<file path="src/rtl/seq_divider_2n_by_n.sv">
// Iterative restoring unsigned divider: 2N-bit dividend / N-bit divisor.
// Produces one quotient bit per clock, with valid/ready handshakes on both sides
// and a single operation in flight at a time.
module seq_divider_2n_by_n #(
    parameter int unsigned N = 4
) (
    input  logic           clk,
    input  logic           rst_n,
    input  logic           in_valid,
    output logic           in_ready,
    input  logic [2*N-1:0] x,
    input  logic [N-1:0]   y,
    output logic           out_valid,
    input  logic           out_ready,
    output logic [2*N-1:0] q,
    output logic [N-1:0]   r,
    output logic           dbz
);

    localparam int unsigned CntW = (2 * N > 1) ? $clog2(2 * N) : 1;
    localparam logic [CntW-1:0] LastIter = CntW'(2 * N - 1);

    typedef enum logic [1:0] {
        StIdle,
        StRun,
        StDone
    } state_e;

    state_e          state;
    logic [CntW-1:0] cnt;
    logic [2*N-1:0]  qreg;     // dividend shifts out the top, quotient bits shift in
    logic [N:0]      rem;      // one extra bit so the shifted value never overflows
    logic [N-1:0]    divisor;
    logic            dbz_lat;

    logic [N:0]      trial;
    logic            fits;
    logic [N:0]      rem_nx;
    logic [2*N-1:0]  qreg_nx;

    // One restoring step: shift in the next dividend bit and subtract if it fits.
    always_comb begin
        trial   = {rem[N-1:0], qreg[2*N-1]};
        fits    = (trial >= {1'b0, divisor});
        rem_nx  = fits ? (trial - {1'b0, divisor}) : trial;
        qreg_nx = {qreg[2*N-2:0], fits};
    end

    // Control FSM with datapath registers and registered handshake/result outputs.
    always_ff @(posedge clk or negedge rst_n) begin
        if (!rst_n) begin
            state     <= StIdle;
            in_ready  <= 1'b1;
            out_valid <= 1'b0;
            q         <= '0;
            r         <= '0;
            dbz       <= 1'b0;
            cnt       <= '0;
            qreg      <= '0;
            rem       <= '0;
            divisor   <= '0;
            dbz_lat   <= 1'b0;
        end else begin
            unique case (state)
                StIdle: begin
                    if (in_valid && in_ready) begin
                        in_ready <= 1'b0;
                        cnt      <= '0;
                        divisor  <= y;
                        if (y == '0) begin
                            // Divide by zero: saturate both results, skip iteration.
                            qreg    <= '1;
                            rem     <= '1;
                            dbz_lat <= 1'b1;
                            state   <= StDone;
                        end else begin
                            qreg    <= x;
                            rem     <= '0;
                            dbz_lat <= 1'b0;
                            state   <= StRun;
                        end
                    end
                end
                StRun: begin
                    qreg <= qreg_nx;
                    rem  <= rem_nx;
                    cnt  <= cnt + 1'b1;
                    if (cnt == LastIter) begin
                        // Publish straight from the last step to save a cycle.
                        state     <= StDone;
                        out_valid <= 1'b1;
                        q         <= qreg_nx;
                        r         <= rem_nx[N-1:0];
                        dbz       <= 1'b0;
                    end
                end
                StDone: begin
                    if (!out_valid) begin
                        // Only the divide-by-zero path arrives here unpublished.
                        out_valid <= 1'b1;
                        q         <= qreg;
                        r         <= rem[N-1:0];
                        dbz       <= dbz_lat;
                    end else if (out_ready) begin
                        out_valid <= 1'b0;
                        in_ready  <= 1'b1;
                        state     <= StIdle;
                    end
                end
                default: begin
                    state <= StIdle;
                end
            endcase
        end
    end

endmodule

</file>
<file path="config.mk">
export PLATFORM = sky130hd
export DESIGN_NAME = seq_divider_2n_by_n
export DESIGN_NICKNAME = d
export VERILOG_FILES = /design/src/rtl/seq_divider_2n_by_n.sv
export SDC_FILE = /design/constraint.sdc
export NUM_CORES = 1
export LEC_CHECK = 0
export ABC_AREA = 1
export BUFFER_PORTS_ARGS = -buffer_cell sky130_fd_sc_hd__clkbuf_2
export CAP_MARGIN = 20
export CORE_UTILIZATION = 30
export DETAILED_ROUTE_END_ITERATION = 8
export GPL_ROUTABILITY_DRIVEN = 1
export SYNTH_ARGS = -nofsm -noshare
export SYNTH_HDL_FRONTEND = slang
export SYNTH_SLANG_ARGS = --single-unit
</file>
<file path="constraint.sdc">
create_clock -name clk -period 2.13 [get_ports clk]
set_input_delay 0.3195 -clock clk [delete_from_list [all_inputs] [get_ports clk]]
set_output_delay 0.3195 -clock clk [all_outputs]
set_load 0.1 [all_outputs]
</file>
==> results of run 1 <==
path summary, 6_finish.rpt:
| kind | start | end | slack [ps] | depth (start not counted) |
|---|---|---|---|---|
| worst min register to register | r[0] | r[0] | 480 | 2 |
| min in group clk | x[3] | qreg[3] | 270 | 3 |
| max in group asynchronous | rst_n | in_ready | 1490 | 2 |
| worst min-delay path | rst_n | r[1] | -0.2 | 1 |
| worst max register to register | rem[1] | r[2] | 380 | 9 |
| worst max-delay path | rem[1] | r[2] | 380 | 9 |
per-layer routing:
metal / wire (microns) / GRT usage / vias up
li1: - / - / 835
met5: 0 / 0 / -
met3: 166 / 0.03297 / 6
met2: 1711 / 0.2050 / 41
met4: 49 / 0.05172 / 0
met1: 2103 / 0.1965 / 719
registers in the layout (all words and copies together), names as in the netlist:
name and flops:
dbz_lat 1, qreg 8, rem 4, in_ready 1, q 8, out_valid 1
dbz 1, cnt 3, divisor 4, r 4, state 2
layout make-up:
| type | count | area (sq um) |
|---|---|---|
| Fill cell | 660 | 3835 |
| Sequential cell | 37 | 927.1 |
| Multi-Input combinational cell | 173 | 883.3 |
| Timing Repair Buffer | 33 | 172.7 |
| Tap cell | 75 | 93.84 |
| Inverter | 22 | 87.58 |
| Clock buffer | 6 | 82.58 |
| Clock inverter | 2 | 13.76 |
critical path, delay by kind of cell, from the launching register on:
family	cells	cell delay, ps
AO/OA/AOI/OAI	1	210
adder cells (fa/ha/maj)	1	370
flip-flops	1	430
AND/OR/NAND/NOR	7	640
placed cells by master, fill, tap and decap left out, drive strengths merged, types with 2 or more instances in the layout:
| cell type | synthesis | final |
|---|---|---|
| clkinv | 1 | 3 |
| a22o | 2 | 2 |
| dfrtp | 36 | 36 |
| nor2 | 20 | 20 |
| nand2 | 88 | 88 |
| inv | 21 | 21 |
| buf | 6 | 3 |
| ha | 6 | 6 |
| nand3 | 23 | 23 |
| a21oi | 4 | 4 |
| o21ai | 17 | 17 |
| a31oi | 8 | 8 |
| clkbuf | 0 | 36 |
through the flow:
step,utilization,instance area (sq um),std cells,hold WS (ps)
2_1_floorplan,-,1947,238,23.91
3_3_place_gp,0.3551,2165,340,337.7
3_5_place_dp,0.3551,2165,340,344.0
4_1_cts,0.3709,2261,348,23.01
5_1_grt,0.3709,2261,348,35.13
6_report,0.3709,2261,348,-0.1752
cells by family after synthesis:
logic type                 share of synthesized area
buffers and inverters                        0.07005
xor gates and xnor gates                    0.004500
DFF                                           0.4762
adders and majority gates                    0.04884
and+or+nand+nor                               0.2976
AOI/OAI and AO/OA                             0.1028
==> impl_metrics.ini, run 1 <==
[flow_run]
drv_cap = 0

[synth]
ys_seq_area_frac = 0.4762
ys_ff_latch = 37
synth_edf_count = 0
synth_commonest_cells = nand2_1 (83), dfrtp_1 (36), nand3_1 (23)
syn_avg_cell_area_sq_um = 8.180
synth_top_flop_cell = dfrtp_1
syn_inst = 238
async_flop_share = 1.000
synth_top_area_share = 0.4627
syn_nets = 261
yosysUniqueCellTypes = 29
netlist_top_cells_area = dfrtp_1 (46%), nand2_1 (16%), nand3_1 (5.9%)
synth_warnings = 0
yosys.cell_count.top_type = nand2_1
syn_area_sq_um = 1947
synth_top_cell_by_area = dfrtp_1

[drt]
dr.pass1.iters = 4
route.detailed.drc = 0
wl_microns = 4030
drt-initial-drc-count = 74
wl_per_cell_microns = 11.58
vias_per_cell = 4.601
vias = 1601
ant_nets = 0

[hold_path]
hold_class = input pin to async pin

[grt]
grt_pass1_vias = 1527
grtUsageTotal = 0.1391
grt_pass1_wl_microns = 7107
gr-total-overflow = 0
antenna_found_initial = 0
grt_max_degree = 23

[layout]
drive_gt1_frac = 0.2234
final_nets = 295
antenna_cells = 0
area_growth_pct = 16.13

[timing]
drv_slew = 0
setup_violations = 0
worst_pin_slew_ps = 553.5
finalCritPeriodShare = 0.8217
worst_slack_ps = 379.7
holdWs_ps = -0.1752
fin_crit_ps = 1750
hold_viol_final = 1
clock_skew_ps = 8.366
max_slew_margin = 0.6310
rsz0062_at_grt = false
fmax_ghz = 0.5713
tns_ps = 0

[clock_tree]
cts_tree = built
cts_num_sinks = 37
clockRootBuffer = clkbuf_8
holdBufCountCts = 0
cts_setup_buffers = 0
htreeDepth = 2
clkTransAtPathRegs_ps = 70
clock_latency_ps = 290
cts_buffers = 5
ctsResizeCount = 0
clk_path_buf_depth = 2

[outcome]
status = finished with violations
violations = negative hold slack

[placed_design]
place.gp.congestion = 0.8760
portBuffers = 30
dp_hpwl_microns = 3070
pre_cts_ws_ps = 407.9

[floorplan]
initial_core_util = 0.3194
die_h_microns = 82.56
core_sq_um = 6096
io_pins = 31
die_x_microns = 82.56
rows = 28
dieArea_sq_um = 6815

[worst_setup_path]
worstPathMaxFanout = 6
critical_path_required_ps = 2320
path_cells = ha_1 -> a21oi_2 -> nand2_1 -> nand2_1 -> nand2_2 -> nand2_1 -> nand3_1 -> nand2_1 -> nand2_1
path_class = register to register
worst_ep_arrival_time_ps = 1940
cp_common_cell = nand2_1
end_kind = register
crit_path_start_kind = register
crit_slowest_cell = dfrtp_1
slowest_delay_ps = 430
Power of run 1 is left out: the tool's default activity adds up to more than one toggle a clock period on the data nets, which glitch-free logic cannot reach.
==> run 2, diff against run 1 <==
- clock period: 2.13 -> 1.8 ns (I/O delays scaled with it)
==> impl_metrics.ini, run 2 (same netlist as run 1, synthesis figures left out) <==
[grt]
grt_pass1_vias = 1488
grtUsageTotal = 0.1376
grt_max_degree = 28
antenna_found_initial = 0
grt_pass1_wl_microns = 7031
gr-total-overflow = 0

[drt]
dr.pass1.iters = 4
vias_per_cell = 4.602
vias = 1606
drt-initial-drc-count = 108
ant_nets = 0
route.detailed.drc = 0
wl_per_cell_microns = 11.76
wl_microns = 4105

[worst_setup_path]
r2r_end = r[0]
r2r_cells = 9
end_kind = register
setup.worst_path.start = rem[1]
path_class = register to register
worst_ep_arrival_time_ps = 1810
r2r_start = rem[1]
reg2reg_setup_slack_ps = 170
crit_path_start_kind = register
worstPathMaxFanout = 6
critical_path_required_ps = 1980
crit_end = r[0]

[timing]
clock_skew_ps = 6.489
hold_viol_final = 7
holdWs_ps = -4.511
setup_violations = 0
fin_crit_ps = 1631
rsz0062_at_grt = false
tns_ps = 0
worst_pin_slew_ps = 653.3
drv_slew = 0
max_slew_margin = 0.5644
finalCritPeriodShare = 0.9063
fmax_ghz = 0.6130

[layout]
multi_input_area_sq_um = 898.4
nFillCells = 666
layout_common_cells = nand2_1 (82), dfrtp_1 (36), clkbuf_2 (30)
drive_gt1_frac = 0.2336
final_core_util = 0.3729
area_growth_pct = 16.77
reg_top3 = q: 8 flops, qreg: 8 flops
antenna_cells = 0
final_nets = 296
layout_commonest_cell = nand2_1
seqCellArea_sq_um = 927.1

[clock_tree]
clockRootBuffer = clkbuf_8
clock_latency_ps = 290
cts_setup_buffers = 0
htreeDepth = 2
cts_tree = built
cts_num_sinks = 37
clk_path_buf_depth = 2
ctsResizeCount = 0
clkTransAtPathRegs_ps = 80
cts_buffers = 5
holdBufCountCts = 0

[hold_path]
hold_class = input pin to async pin

[floorplan]
io_pins = 31
die_h_microns = 82.56
core_sq_um = 6096
dieArea_sq_um = 6815
die_x_microns = 82.56
rows = 28
initial_core_util = 0.3194

[placed_design]
place.gp.congestion = 0.8878
portBuffers = 30
dp_hpwl_microns = 3152

[outcome]
violations = negative hold slack
status = finished with violations

[flow_run]
drv_cap = 0
==> run 2: critical path: stages (launching register included) <==
cell and delay (ps):
dfrtp_1 450, ha_4 290, a21oi_2 180, nand2_1 80
nand2_2 100, nand2_2 100, nand2_1 100, nand3_1 90
nand2_1 90, nand2_1 50
==> run 2: cell type report <==
cell class | instances | area share
Sequential cell | 37 | 0.4078
Timing Repair Buffer | 34 | 0.07925
Tap cell | 75 | 0.04128
Clock buffer | 5 | 0.03027
Inverter | 22 | 0.03853
Clock inverter | 3 | 0.007705
Multi-Input combinational cell | 173 | 0.3952
==> run 2: worst min-delay path by stage <==
stage / start / to / slack (ps) / cells after the start
6_report: rst_n / dbz / -5 / 1
5_1_grt: rst_n / dbz / 50 / 1
4_1_cts: rst_n / dbz / 30 / 1
3_5_place_dp: rst_n / r[0] / 350 / 1
3_3_place_gp: rst_n / r[1] / 350 / 1
2_1_floorplan: rst_n / cnt[0] / -30 / 0
==> run 2: through the flow <==
step                std cells  instance area [sq um]  hold WS [ps]  setup WS [ps]
floorplan                 238                   1947        -25.59          102.1
global placement          341                   2172         347.5          116.2
detailed placement        341                   2172         345.7          59.83
CTS                       349                   2258         28.43          50.15
global route              349                   2273         46.41         0.6630
finish                    349                   2273        -4.511          168.6
==> run 2: layer usage <==
layer	routed length, microns	share of wire	track usage
met1	2114	0.51	0.1999
met2	1810	0.44	0.2033
met3	133	0.032	0.02637
met4	47	0.011	0.04655
met5	0	0	0
Power of run 2 is left out for the same reason.
